**src/rtl/seven_scanner.sv**
```systemverilog
// Multiplexed driver for a common-anode 8-digit seven-segment display.
// Optional per-frame brightness: define SEVEN_SCANNER_BRIGHTNESS_EN.
module seven_scanner #(
    parameter int NUM_DIGITS   = 8,
    parameter int DIGIT_CYCLES = 100000,
    parameter int BLANK_CYCLES = 1000
) (
    input  logic                       clk,
    input  logic                       resetn,
    input  logic                       enable,
`ifdef SEVEN_SCANNER_BRIGHTNESS_EN
    input  logic [3:0]                 brightness,
`endif
    input  logic [NUM_DIGITS-1:0][7:0] segments_in,
    output logic [NUM_DIGITS-1:0]      an,
    output logic [7:0]                 ca,
    output logic                       frame_start
);

    localparam int MAXC = (BLANK_CYCLES > DIGIT_CYCLES) ? BLANK_CYCLES : DIGIT_CYCLES;
    localparam int CW   = (MAXC > 1) ? $clog2(MAXC) : 1;
    localparam int IW   = (NUM_DIGITS > 1) ? $clog2(NUM_DIGITS) : 1;

    typedef enum logic [1:0] {
        S_IDLE,
        S_BLANK,
        S_DRIVE
    } state_t;

    state_t                       state_q, state_d;
    logic [IW-1:0]                idx_q, idx_d;
    logic [CW-1:0]                cnt_q, cnt_d;
    logic [NUM_DIGITS-1:0][7:0]   snap_q, snap_d;
    logic [NUM_DIGITS-1:0]        an_q, an_d;
    logic [7:0]                   ca_q, ca_d;
    logic                         fs_q, fs_d;
    logic                         lit;
`ifdef SEVEN_SCANNER_BRIGHTNESS_EN
    logic [3:0]                   bri_q, bri_d;
    logic [31:0]                  on_cycles;
`endif

    always_comb begin
        state_d = state_q;
        idx_d   = idx_q;
        cnt_d   = cnt_q;
        snap_d  = snap_q;
        fs_d    = 1'b0;
`ifdef SEVEN_SCANNER_BRIGHTNESS_EN
        bri_d   = bri_q;
`endif
        if (!enable) begin
            state_d = S_IDLE;
            idx_d   = '0;
            cnt_d   = '0;
        end else begin
            unique case (state_q)
                S_IDLE: begin
                    state_d = S_BLANK;
                    idx_d   = '0;
                    cnt_d   = '0;
                    snap_d  = segments_in;
                    fs_d    = 1'b1;
`ifdef SEVEN_SCANNER_BRIGHTNESS_EN
                    bri_d   = brightness;
`endif
                end
                S_BLANK: begin
                    if (cnt_q == CW'(BLANK_CYCLES - 1)) begin
                        state_d = S_DRIVE;
                        cnt_d   = '0;
                    end else begin
                        cnt_d = cnt_q + CW'(1);
                    end
                end
                S_DRIVE: begin
                    if (cnt_q == CW'(DIGIT_CYCLES - 1)) begin
                        state_d = S_BLANK;
                        cnt_d   = '0;
                        if (idx_q == IW'(NUM_DIGITS - 1)) begin
                            // Frame wrap: take a fresh, tear-free snapshot.
                            idx_d  = '0;
                            snap_d = segments_in;
                            fs_d   = 1'b1;
`ifdef SEVEN_SCANNER_BRIGHTNESS_EN
                            bri_d  = brightness;
`endif
                        end else begin
                            idx_d = idx_q + IW'(1);
                        end
                    end else begin
                        cnt_d = cnt_q + CW'(1);
                    end
                end
                default: begin
                    state_d = S_IDLE;
                    idx_d   = '0;
                    cnt_d   = '0;
                end
            endcase
        end
    end

    // Outputs are decoded from the next state so they line up with it.
    always_comb begin
`ifdef SEVEN_SCANNER_BRIGHTNESS_EN
        on_cycles = (32'(DIGIT_CYCLES) * (32'(bri_d) + 32'd1)) >> 4;
        lit       = (state_d == S_DRIVE) && (32'(cnt_d) < on_cycles);
`else
        lit       = (state_d == S_DRIVE);
`endif
        an_d = '1;
        ca_d = 8'hFF;
        if (lit) begin
            an_d[idx_d] = 1'b0;
            ca_d        = snap_d[idx_d];
        end
    end

    always_ff @(posedge clk or negedge resetn) begin
        if (!resetn) begin
            state_q <= S_IDLE;
            idx_q   <= '0;
            cnt_q   <= '0;
            snap_q  <= {NUM_DIGITS{8'hFF}};
            an_q    <= '1;
            ca_q    <= 8'hFF;
            fs_q    <= 1'b0;
`ifdef SEVEN_SCANNER_BRIGHTNESS_EN
            bri_q   <= 4'hF;
`endif
        end else begin
            state_q <= state_d;
            idx_q   <= idx_d;
            cnt_q   <= cnt_d;
            snap_q  <= snap_d;
            an_q    <= an_d;
            ca_q    <= ca_d;
            fs_q    <= fs_d;
`ifdef SEVEN_SCANNER_BRIGHTNESS_EN
            bri_q   <= bri_d;
`endif
        end
    end

    assign an          = an_q;
    assign ca          = ca_q;
    assign frame_start = fs_q;

endmodule

```
**config.mk**
```make
export PLATFORM = sky130hd
export DESIGN_NAME = seven_scanner
export DESIGN_NICKNAME = d
export VERILOG_FILES = /design/src/rtl/seven_scanner.sv
export SDC_FILE = /design/constraint.sdc
export NUM_CORES = 1
export LEC_CHECK = 0
export BUFFER_PORTS_ARGS = -buffer_cell sky130_fd_sc_hd__buf_4
export CAP_MARGIN = 5
export CORE_ASPECT_RATIO = 1.25
export CORE_MARGIN = 2
export CORE_UTILIZATION = 59
export DETAILED_ROUTE_END_ITERATION = 7
export PLACE_DENSITY = 0.91
export SLEW_MARGIN = 25
export SYNTH_ARGS = -nofsm -noshare
export SYNTH_HDL_FRONTEND = slang
export SYNTH_SLANG_ARGS = --single-unit
export TNS_END_PERCENT = 10
```
**constraint.sdc**
```tcl
create_clock -name clk -period 8.4 [get_ports clk]
set_clock_uncertainty 0.1 [all_clocks]
set_input_delay 0.42 -clock clk [delete_from_list [all_inputs] [get_ports clk]]
set_output_delay 0.42 -clock clk [all_outputs]
set_load 0.005 [all_outputs]
```
==> results.txt <==
Synth Area in XOR/XNOR: 2.09%
Reg clk slew, reported paths: 0.07 ns
Post-synth cell types: 65
Post-CTS Setup Bufs: 0
Final setup margin: 4.11 ns
Least-Margin Pin Slew: 0.911 ns
CORE AREA: 0.00966 mm²
WL/cell: 19.9 µm
Wire length of the first global-routing pass: 25600 µm
Sw Ratio: 28.2%
Overall power: 1.31 mW
Post-synthesis mux area share: 8.15%
YS warnings: 0
Logic gate share of total power: 18.7%
Sw power: 0.370 mW
Grt total ovfl: 0
DIE HEIGHT: 115 µm
Non-Filler Instances: 807
Ys flop type: dfstp_2
Hold_ws: 0.193 ns
Hpwl dp: 11100 µm
Worst setup SP type: flip-flop
Die area: 0.0108 mm²
RSZ-0062 raised after global routing: no
Sequential share of power: 48.0%
Worst slew margin: 39.2%
Final hold violations: 0
Final setup fails: 0
Dpl cell area: 0.00652 mm²
# H-tree levels: 3
Share of layout cells above drive strength 1: 33.0%
GRT Overall Usage: 30.2%
Number of vias per cell: 6.56
Sequential area share after synthesis: 45.6%
Final Cycle Share: 51.1%
Worst skew pair latency: 0.35 ns
Final routed DRC violation total: 0
Post-Syn Nets: 693
Commonest non-fill, non-tap cell in the layout: buf_4
Largest family of logic cells by synthesized area: compound AO/OA/AOI/OAI gates
Antenna fix cells: 0
Initial Util: 60.7%
Placed cells: 791
Number of flops mapped to enable cells by yosys: 0
Via count: 5295
Row count: 40
CTS tree: built
Worst Hold Class: input pin to async pin
Clk root buf: clkbuf_16
Fmax: 0.233 GHz
Largest net degree at the start of global routing: 77
Critical path class: flip-flop to flip-flop
Worst vdd ir: 124 µV
CTS Hold Bufs: 0
Initial antenna violation count: 0
Util after Layout: 70.7%
CTS resizes: 0
Vias in the first global route: 5279
Area Overhead vs Synth: 16.4%
Yosys reg bits: 103
Final Slew Violations: 0
Post-route cell area: 0.00683 mm²
Port Buffer Count: 83
Internal Pwr Total: 0.941 mW
R2r worst-path depth: 10
Compound-gate portion of the synthesized area: 21.3%
DRT iter0 DRCs: 499
CP arrival: 4.45 ns
Crit path capture type: flip-flop
Clock buffer count from CTS: 9
Die width: 93.2 µm
Max FO, Critical Path: 76
P_leak: 2.82 nW
Fraction of registers with async set/reset: 100%
Post-Synthesis Cells: 619
ANT nets after route: 0
Final TNS setup: 0 ns
Max-capacitance violation count: 0
CTS Sinks: 103
Worst endpoint required time: 8.55 ns
Status: complete, no violations
I/O Pins: 84
Most frequent cells in the layout: buf_4, dfstp_2, nor2_1, nand2_1
Nets: 750
Post-synthesis average cell area: 9.48 µm²
Pwr per Cell Area: 192 mW/mm²
TritonRoute pass-1 iters: 7
Adder-Cell Fraction of Synth Area: 1.49%
Clock network fraction of total power: 33.4%
Synthesized area: 0.00587 mm²
Routability Congestion: 0.931
Final WL: 16000 µm
DP Worst Slack: 4.22 ns
Clock Tree Buf Depth: 2
Post-synthesis simple-gate area fraction: 17.3%
Post-layout min period: 4.29 ns
-- cell families after synthesis --
group | after synthesis
AOI/OAI and AO/OA | 177
muxes | 44
and+or+nand+nor | 217
xor gates and xnor gates | 14
adders and majority gates | 7
buffers and inverters | 57
DFF | 103
-- synth_stat cells (4+ instances only) --
| cell | number | area, µm² |
|---|---|---|
| dfstp_2 | 80 | 2100 |
| nor2_1 | 79 | 297 |
| nand2_1 | 64 | 240 |
| mux2_2 | 30 | 338 |
| nand3_1 | 30 | 150 |
| o21ai_0 | 30 | 150 |
| a21oi_1 | 29 | 145 |
| clkbuf_1 | 27 | 101 |
| dfrtp_1 | 23 | 576 |
| a211oi_1 | 19 | 143 |
| o211ai_1 | 19 | 143 |
| a21o_1 | 17 | 128 |
| a22o_1 | 16 | 140 |
| mux2i_1 | 14 | 140 |
| inv_1 | 13 | 48.8 |
| buf_2 | 9 | 45.0 |
| nand4_1 | 8 | 50.1 |
| o2111ai_1 | 8 | 70.1 |
| a22oi_1 | 7 | 52.6 |
| ha_1 | 7 | 87.6 |
| xnor2_1 | 7 | 61.3 |
| xor2_1 | 7 | 61.3 |
| and3_1 | 5 | 31.3 |
| nor4_1 | 5 | 31.3 |
| a41o_1 | 4 | 40.0 |
| a41oi_1 | 4 | 35.0 |
| o31ai_1 | 4 | 30.0 |
-- cell type report --
cell class                      instances  area, µm²
Inverter                               15       56.3
Tap cell                              126        158
Sequential cell                       103       2680
Fill cell                             672       2830
Timing Repair Buffer                   88        661
Clock inverter                          7       80.1
Multi-Input combinational cell        459       2970
Clock buffer                            9        225
-- path summary, 6_finish.rpt --
check	slack (ns)	from	to
hold reg to reg	0.39	cnt_q[0]	cnt_q[0]
max in group asynchronous	7.06	resetn	state_q[0]
hold / removal	0.19	resetn	snap_q[27]
setup reg to reg	4.11	state_q[0]	ca[0]
setup / recovery	4.11	state_q[0]	ca[0]
min in group clk	0.21	segments_in[56]	snap_q[56]
-- critical path: stages (launching register included) --
cell,delay [ns]
dfrtp_1,0.42
inv_1,0.10
ha_2,0.16
buf_4,0.56
inv_1,0.57
or4_1,0.64
a31o_2,0.38
inv_2,0.54
mux2_2,0.41
mux2i_1,0.13
o2111ai_1,0.13
-- power by group through the flow --
stage | clock [mW] | sequential, mW | combinational [mW]
CTS | 0.438 | 0.627 | 0.240
floorplan | 0 | 0.626 | 0.155
finish | 0.437 | 0.629 | 0.245
global placement | 0 | 0.629 | 0.227
detailed placement | 0 | 0.635 | 0.238
global route | 0.461 | 0.634 | 0.267
-- layer usage --
layer / share of wire (%) / global-route usage [%] / wire [µm] / vias to the layer above
met5: 0 / 0 / 0 / -
met4: 4.4 / 16.3 / 706 / 0
met3: 5.1 / 3.77 / 814 / 48
met2: 52 / 52.8 / 8280 / 240
met1: 39 / 36.5 / 6240 / 2621
li1: - / - / - / 2386
-- flip-flops by register name, indices dropped and copies added, names as in the netlist --
signal       count
snap_q          64
cnt_q           17
idx_q            3
frame_start      1
an               8
ca               8
state_q          2
Power figures use the tool's default switching activity.
